--- config.mk ---
export PLATFORM = sky130hd
export DESIGN_NAME = uart_parity_engine
export DESIGN_NICKNAME = d
export VERILOG_FILES = /design/src/rtl/uart_parity_engine.sv
export SDC_FILE = /design/constraint.sdc
export NUM_CORES = 1
export LEC_CHECK = 0
export CAP_MARGIN = 25
export CORE_UTILIZATION = 42
export CTS_CLUSTER_SIZE = 8
export DETAILED_ROUTE_END_ITERATION = 16
export PLACE_DENSITY = 0.75
export SETUP_SLACK_MARGIN = 0.3
export SLEW_MARGIN = 30
export SYNTH_ARGS = -nofsm -noshare
export SYNTH_HDL_FRONTEND = slang
export SYNTH_SLANG_ARGS = --single-unit
--- constraint.sdc ---
create_clock -name clk -period 1.5 [get_ports clk]
set_input_delay 0.3 -clock clk [delete_from_list [all_inputs] [get_ports clk]]
set_output_delay 0.3 -clock clk [all_outputs]
set_load 0.02 [all_outputs]
--- src/rtl/uart_parity_engine.sv ---
// -----------------------------------------------------------------------------
// uart_parity_engine
//
// Serial parity generator/checker for the UART datapath. Data bits are
// XOR-accumulated one at a time (LSB first) as they shift through the TX or
// RX frame logic. Once DATA_W bits have arrived, the generated parity bit is
// presented on par_out with par_ready. A received parity bit (par_valid/par_in)
// is then compared against it, producing a one-cycle chk_valid pulse and, on
// mismatch, a par_err pulse. Protocol violations pulse seq_err.
//
// Optional feature macro: UART_PAR_ERRCNT_EN
//   defined   -> saturating parity-error counter on err_cnt, cleared by err_clr
//   undefined -> err_cnt tied to 0, err_clr ignored
//
// Parameters:
//   DATA_W     data bits per frame (1..16)
//   ERR_CNT_W  width of the parity-error counter
//
// Ports:
//   clk          system clock, rising edge
//   rst          synchronous active-high reset
//   parity_mode  00 even, 01 odd, 10 mark, 11 space; sampled on frame_start
//   frame_start  one-cycle pulse, begins a new frame
//   bit_valid    bit_in carries the next data bit
//   bit_in       data bit
//   par_valid    par_in carries the received parity bit
//   par_in       received parity bit
//   err_clr      clear the error counter
//   busy         frame in progress (accumulating or waiting for parity)
//   par_ready    all data bits received; par_out valid
//   par_out      generated parity bit for the current frame
//   chk_valid    one-cycle pulse, parity check completed
//   par_err      one-cycle pulse with chk_valid on mismatch
//   seq_err      one-cycle pulse on protocol violation
//   err_cnt      saturating parity-error count
// -----------------------------------------------------------------------------
module uart_parity_engine #(
    parameter int DATA_W    = 8,
    parameter int ERR_CNT_W = 8
) (
    input  logic                 clk,
    input  logic                 rst,
    input  logic [1:0]           parity_mode,
    input  logic                 frame_start,
    input  logic                 bit_valid,
    input  logic                 bit_in,
    input  logic                 par_valid,
    input  logic                 par_in,
    input  logic                 err_clr,
    output logic                 busy,
    output logic                 par_ready,
    output logic                 par_out,
    output logic                 chk_valid,
    output logic                 par_err,
    output logic                 seq_err,
    output logic [ERR_CNT_W-1:0] err_cnt
);

    localparam int CNT_W = $clog2(DATA_W + 1);
    localparam logic [CNT_W-1:0] LAST_IDX = CNT_W'(DATA_W - 1);

    typedef enum logic [1:0] {
        ST_IDLE     = 2'b00,
        ST_ACCUM    = 2'b01,
        ST_WAIT_PAR = 2'b10
    } state_e;

    typedef enum logic [1:0] {
        PAR_EVEN  = 2'b00,
        PAR_ODD   = 2'b01,
        PAR_MARK  = 2'b10,
        PAR_SPACE = 2'b11
    } par_mode_e;

    state_e           state_q, state_d;
    par_mode_e        mode_q, mode_d;
    logic             acc_q, acc_d;
    logic [CNT_W-1:0] cnt_q, cnt_d;

    logic busy_q, busy_d;
    logic par_ready_q, par_ready_d;
    logic par_out_q, par_out_d;
    logic chk_valid_q, chk_valid_d;
    logic par_err_q, par_err_d;
    logic seq_err_q, seq_err_d;

    function automatic logic parity_of(input par_mode_e mode, input logic acc);
        case (mode)
            PAR_EVEN:  return acc;
            PAR_ODD:   return ~acc;
            PAR_MARK:  return 1'b1;
            default:   return 1'b0;
        endcase
    endfunction

    // Next-state and next-output logic.
    // NOTE: every variable gets a default before the case so no path leaves
    // it unassigned; a missing default would infer a latch.
    always_comb begin
        state_d     = state_q;
        mode_d      = mode_q;
        acc_d       = acc_q;
        cnt_d       = cnt_q;
        chk_valid_d = 1'b0;
        par_err_d   = 1'b0;
        seq_err_d   = 1'b0;

        if (frame_start) begin
            // A new frame always wins: any frame in flight is aborted without a
            // check, and a coincident bit_valid is dropped silently. A
            // coincident par_valid can never be processed, so it is flagged.
            seq_err_d = (state_q != ST_IDLE) || par_valid;
            state_d   = ST_ACCUM;
            mode_d    = par_mode_e'(parity_mode);
            acc_d     = 1'b0;
            cnt_d     = '0;
        end else begin
            case (state_q)
                ST_IDLE: begin
                    seq_err_d = bit_valid || par_valid;
                end
                ST_ACCUM: begin
                    seq_err_d = par_valid;
                    if (bit_valid) begin
                        acc_d = acc_q ^ bit_in;
                        cnt_d = cnt_q + 1'b1;
                        if (cnt_q == LAST_IDX) begin
                            state_d = ST_WAIT_PAR;
                        end
                    end
                end
                ST_WAIT_PAR: begin
                    seq_err_d = bit_valid;
                    if (par_valid) begin
                        chk_valid_d = 1'b1;
                        par_err_d   = (par_in != par_out_q);
                        state_d     = ST_IDLE;
                    end
                end
                default: begin
                    state_d = ST_IDLE;
                end
            endcase
        end

        busy_d      = (state_d != ST_IDLE);
        par_ready_d = (state_d == ST_WAIT_PAR);
        // par_out is only meaningful while par_ready is high; tracking it every
        // cycle keeps it registered and already settled when WAIT_PAR begins.
        par_out_d   = parity_of(mode_d, acc_d);
    end

    // NOTE: sequential state uses non-blocking assignments so every flop
    // samples the pre-edge value regardless of statement order.
    always_ff @(posedge clk) begin
        if (rst) begin
            state_q     <= ST_IDLE;
            mode_q      <= PAR_EVEN;
            acc_q       <= 1'b0;
            cnt_q       <= '0;
            busy_q      <= 1'b0;
            par_ready_q <= 1'b0;
            par_out_q   <= 1'b0;
            chk_valid_q <= 1'b0;
            par_err_q   <= 1'b0;
            seq_err_q   <= 1'b0;
        end else begin
            state_q     <= state_d;
            mode_q      <= mode_d;
            acc_q       <= acc_d;
            cnt_q       <= cnt_d;
            busy_q      <= busy_d;
            par_ready_q <= par_ready_d;
            par_out_q   <= par_out_d;
            chk_valid_q <= chk_valid_d;
            par_err_q   <= par_err_d;
            seq_err_q   <= seq_err_d;
        end
    end

    assign busy      = busy_q;
    assign par_ready = par_ready_q;
    assign par_out   = par_out_q;
    assign chk_valid = chk_valid_q;
    assign par_err   = par_err_q;
    assign seq_err   = seq_err_q;

`ifdef UART_PAR_ERRCNT_EN
    logic [ERR_CNT_W-1:0] err_cnt_q, err_cnt_d;

    // A clear coincident with a new error leaves that error counted.
    always_comb begin
        err_cnt_d = err_cnt_q;
        if (err_clr) begin
            err_cnt_d = par_err_d ? ERR_CNT_W'(1) : '0;
        end else if (par_err_d && (err_cnt_q != {ERR_CNT_W{1'b1}})) begin
            err_cnt_d = err_cnt_q + ERR_CNT_W'(1);
        end
    end

    always_ff @(posedge clk) begin
        if (rst) begin
            err_cnt_q <= '0;
        end else begin
            err_cnt_q <= err_cnt_d;
        end
    end

    assign err_cnt = err_cnt_q;
`else
    logic unused_err_clr;
    assign unused_err_clr = err_clr;
    assign err_cnt        = '0;
`endif

endmodule

==> metrics, run 1 <==
most common cell after layout, fill and taps aside=dfxtp_1; gr ovfl total=0; outcome=complete, no violations; synth-to-layout area growth=30.6%; initial core utilization=45.1%; CP Capture Type=register; clock sinks=15; core footprint=1520 sq um; Crit-path slowest cell=dfxtp_4; Vias=536; site row count=14; CTS tree=yes; hold crit path type=in -> reg; most frequent cells in the layout=12 x dfxtp_1, 9 x buf_4, 8 x nor2_1, 8 x conb_1; Reg clk slew, reported paths=90 ps; largest net degree at the start of global routing=9; Max Cap Viol=0; skew final=6.26 ps; final setup vio count=0; Die ar.=between 1500 and 2000 sq um; final std cells w/o fill=around 110; Final Max Tran Viols=0; clock latency on the worst-skew pair=about 280 ps; Post-Synthesis Cells=between 60 and 70; hpwl dp=a little under 900 um; Top Ports=24; required time worst endpoint=1680 ps; DR pass1 iterations=4; initial antenna violation count=0; Tmin final=1290 ps; crit-path cells=nand4b_1 > xor2_1 > o21ai_1 > mux2_4; vias in the first global route=approximately 460; CP max FO=4; critical path type=reg -> reg; Min Hold Slack=476 ps; RSZ-0062 raised after global routing=true; Via density=just under 5; Final WS setup=~210 ps; final WL=roughly 1200 um; first-pass GRT wire length=1820 um; final hold vios=0; Root Buffer=clkbuf_4; post-route clock period utilization=between 80 and 90%; clk buf depth=2; Post-DRT Antenna Nets=0; placed cell count=just over 100; Placement Setup Slack=-232 ps; GR Util All Layers=13.8%; ant diodes=0; Netlist cell types=27; Yosys Warn Count=0; CP top delay family=flip-flops; max incr delay on CP=approximately 360 ps; setup TNS=0 ps; RePlAce Congestion=~0.73; htree depth=1; input/output buffers=14; #FFs+latches synth=15; leak pwr=roughly 0.0004 uW; CP Buf/Inv Count=0; sequential area share after synthesis=a little over two fifths; Wirelength per Cell=~11 um; DIE WIDTH=~42 um; Syn Std Cell Area=687 sq um; layout cells sized above 1=roughly 30%; type of element launching the critical path=register; Crit path arrival time=1480 ps; final net count=105; initial drt markers=7; Mean Syn Cell Area=around 10 sq um; pwr dens=between 800 and 900 nW/um^2; Fmax=773 MHz; VDD IR max=between 500 and 600 uV; Die Span Y=42.4 um; clock buffer count from CTS=3; Post-route DRC=0
==> cells by family after synthesis <==
logic type,share of synthesized area [%]
xor+xnor,6.38
buf+inv,13.8
fa+ha+maj,1.82
mux,6.01
compound gates,6.74
other cells,0.546
flops,43.7
simple gates,20.9
==> layout make-up <==
cell class / instances / area, sq um
clock buffers: 4 / 26.3
flip-flops and latches: 15 / 309
well taps: 16 / 20.0
inverters: 1 / 3.75
fillers: 146 / 627
multi-input cells: 48 / 335
repair buffers: 25 / 203
==> report_power, final <==
| group | leakage (uW) | internal [uW] | total, uW | switching (uW) |
|---|---|---|---|---|
| clock | 0.0000150 | 103 | 228 | 125 |
| combinational | 0.000265 | 58.5 | 123 | 65.0 |
| sequential | 0.000125 | 408 | 415 | 6.80 |
==> stage by stage <==
step	power, uW	cell area [sq um]	util [%]
after floorplan	513	714	-
after global placement	551	851	55.8
after detailed placement	554	851	55.8
after CTS	775	906	59.4
after global routing	811	897	58.9
final	767	897	58.9
==> what timing repair did <==
action | 4_1_cts | 5_1_grt
gates resized for setup | 23 | 8
gates cloned | 0 | 0
buffers inserted | 1 | 1
hold buffers | 0 | 0
setup endpoints to repair | 15 | 9
pin swaps | 7 | 7
==> worst paths after layout <==
check                                  from  slack (ps)  depth (start not counted)        end
worst max-delay path             state_q[1]         210                          4    par_out
worst min-delay path            frame_start         480                          2      acc_q
worst max register to register   state_q[1]         210                          4    par_out
worst min register to register    mode_q[0]         540                          2  mode_q[0]
==> worst reg2reg max path, stage by stage, from the launching register on <==
cell      delay [ps]
dfxtp_4          360
nand4b_1         180
xor2_1           170
o21ai_1          160
mux2_4           310
==> cell usage after synthesis <==
library cell	number	share of area (%)
dfxtp_1	15	44
buf_4	8	8.7
nor2_1	8	4.4
nand2_1	4	2.2
mux2i_1	3	4.4
xor2_1	3	3.8
a31oi_1	2	1.8
buf_6	2	3.3
nand4b_1	2	2.6
nor3_1	2	1.5
o21ai_0	2	1.5
or2_1	2	1.8
xnor2_1	2	2.6
a221oi_1	1	1.3
a221oi_2	1	2.2
and3b_1	1	1.3
buf_2	1	0.73
clkbuf_1	1	0.55
conb_1	1	0.55
ha_1	1	1.8
inv_1	1	0.55
mux2_2	1	1.6
nand4_1	1	0.91
nand4b_4	1	3.5
nor2b_1	1	0.91
nor4_1	1	0.91
or2b_1	1	1.1
==> layer usage <==
layer  up-vias  global-route usage [%]  share of wire [%]
met1       249                    16.3                 42
met4         0                    8.75                2.2
met3         2                    3.88                6.3
met2        20                    21.8                 49
li1        265                       -                  -
met5         -                       0                  0
==> sequential cells by signal, indices dropped and copies added, names as in the netlist <==
register   cells
acc_q          1
busy           1
chk_valid      1
cnt_q          4
mode_q         2
par_err        1
par_out        1
par_ready      1
seq_err        1
state_q        2
Note: power is estimated with default switching activity, not from simulation.
==> run 2: changes to the inputs <==
--- a/config.mk
+++ b/config.mk
@@ -6,10 +6,11 @@
 export NUM_CORES = 1
 export LEC_CHECK = 0
 export CAP_MARGIN = 25
-export CORE_UTILIZATION = 42
+export CORE_UTILIZATION = 45
 export CTS_CLUSTER_SIZE = 8
 export DETAILED_ROUTE_END_ITERATION = 16
-export PLACE_DENSITY = 0.75
+export PLACE_DENSITY = 0.8
+export RECOVER_POWER = 100
 export SETUP_SLACK_MARGIN = 0.3
 export SLEW_MARGIN = 30
 export SYNTH_ARGS = -nofsm -noshare
==> constraint.sdc (replaced) <==
create_clock -name clk -period 1.7 [get_ports clk]
set_input_delay 0.34 -clock clk [delete_from_list [all_inputs] [get_ports clk]]
set_output_delay 0.34 -clock clk [all_outputs]
set_load 0.02 [all_outputs]
==> metrics, run 2 (same netlist as run 1, synthesis figures left out) <==
Top Ports=24 (unchanged); outcome=complete, no violations; most common cell after layout, fill and taps aside=dfxtp_1; hold crit path type=in -> reg; initial drt markers=7 (unchanged); clock sinks=15 (unchanged); Fillers=134 (-8.2%); fin util=61.4% (+2.6 points); ant diodes=0 (unchanged); max reg flops=4 (unchanged); Placed Area=818 sq um (-3.8%); CP Capture Type=register; skew final=0.390 ps (-5.88 ps); hpwl dp=903 um (+0.78%); largest net degree at the start of global routing=10 (+1); Die ar.=1690 sq um (-6.4%); post-route clock period utilization=82.2% (-4.0 points); Reg clk slew, reported paths=80 ps (about the same); final net count=100 (-4.8%); htree depth=1 (unchanged); RSZ-0062 raised after global routing=true; Fmax=715 MHz (-7.4%); Die Span Y=41.1 um (-3.2%); initial antenna violation count=0 (unchanged); core footprint=1370 sq um (-10%); setup TNS=0 ps (unchanged); clock buffer count from CTS=3 (unchanged); Vias=493 (-8.0%); RePlAce Congestion=0.670 (-8.6%); final setup vio count=0 (unchanged); flop2flop setup slack=300 ps (+100 ps); CTS hold repair buffers=0 (unchanged); CP max FO=8 (+4); required time worst endpoint=1870 ps (+190 ps); site row count=13 (-1); synth-to-layout area growth=22.2%; initial core utilization=50.3% (+5.2 points); critical path type=reg -> reg; final WL=1170 um (-3.0%); input/output buffers=14 (unchanged); Crit Reg-Reg Endpoint=par_out; DR pass1 iterations=4 (unchanged); vias in the first global route=390 (-14%); pwr dens=787 nW/um^2 (-8.0%); leak pwr=0.000395 uW (-2.3%); Final Max Tran Viols=0 (unchanged); Post-DRT Antenna Nets=0 (unchanged); type of element launching the critical path=register; largest register by flop count=cnt_q; crit path from=state_q[1]; DIE WIDTH=41.1 um (-3.2%); Wirelength per Cell=11.3 um (+2.7%); Finished Cell Area=840 sq um (-6.4%); worst hold path cell count=2 (unchanged); WHS Endpoint=acc_q; CTS tree=yes; Crit path arrival time=1570 ps (+90 ps); clk buf depth=2 (unchanged); Max Cap Viol=0 (unchanged); GR Util All Layers=15.8% (+2.0 points); first-pass GRT wire length=1640 um (-10%); R2R depth=4 (unchanged); Worst R2R Start=state_q[1]; gr ovfl total=0 (unchanged); Root Buffer=clkbuf_4; Top Registers=cnt_q: 4 flops, mode_q: 2 flops, state_q: 2 flops; Reg area=304 sq um (-1.6%); most frequent cells in the layout=14 x dfxtp_1, 8 x nor2_1, 8 x conb_1; VDD IR max=534 uV (-8.1%); Via density=4.79 (-2.7%); Tmin final=1400 ps (+104 ps); layout cells sized above 1=10.2% (-20 points); clock latency on the worst-skew pair=280 ps (about the same); Post-route DRC=0 (unchanged); Hold Crit Start=frame_start; final hold vios=0 (unchanged); area of the multi-input gates=315 sq um (-6.0%)
## run 2: changes by cell type in the layout (fill, tap and decap cells not counted), sizes merged, moves of 2 or more
cell          previous run  this run
clkbuf                   9         7
dlymetal6s2s             0         2
buf                     11         3
dlygate4sd2              3         6
## run 2: stage by stage
step | power [uW] | setup WS, ps | hold WS [ps] | std cells
floorplan | 453 | 410 | 409 | 76
global placement | 477 | -79.0 | 467 | 98
detailed placement | 479 | -70.9 | 484 | 98
CTS | 672 | 313 | 507 | 102
global route | 705 | 230 | 412 | 103
finish | 660 | 302 | 434 | 103
## run 2: per-layer routing
layer | wire (um) | GRT usage [%] | up-vias
met5 | 0 | 0 | -
li1 | - | - | 254
met2 | 613 | 26.2 | 14
met1 | 483 | 16.3 | 222
met3 | 61 | 9.78 | 3
met4 | 8 | 5.00 | 0
## run 2: report_power, final
group          internal [uW]  switching [uW]  total, uW
clock                   91.0             103        194
sequential               362            8.07        370
combinational           43.8            52.0       95.9
total                    497             163        660
## run 2: repair_timing
item                                   in CTS  in global routing
endpoints found under the hold margin       0                  0
setup endpoints to repair                   7                  2
gates resized for setup                     9                  6
buffers inserted                            0                  1
pin swaps                                   0                  2
## run 2: layout make-up
cell class              instances  area share (%)
flip-flops and latches         15            36.2
clock buffers                   4            3.13
well taps                      15            2.24
inverters                       1           0.447
multi-input cells              48            37.6
repair buffers                 20            20.4
## run 2: worst max-delay path, cell delays in order (launching register included)
cell      delay (ps)
dfxtp_1          380
nand4b_1         210
xor2_1           190
o21ai_1          190
mux2_4           310
## run 2: how the worst max path moves through the flow
stage	endpoint	slack [ps]	cells past startpoint
2_1_floorplan	par_out	410	4
3_3_place_gp	par_out	-80	5
3_5_place_dp	par_out	-70	5
4_1_cts	par_out	310	5
5_1_grt	par_out	230	4
6_report	par_out	300	4
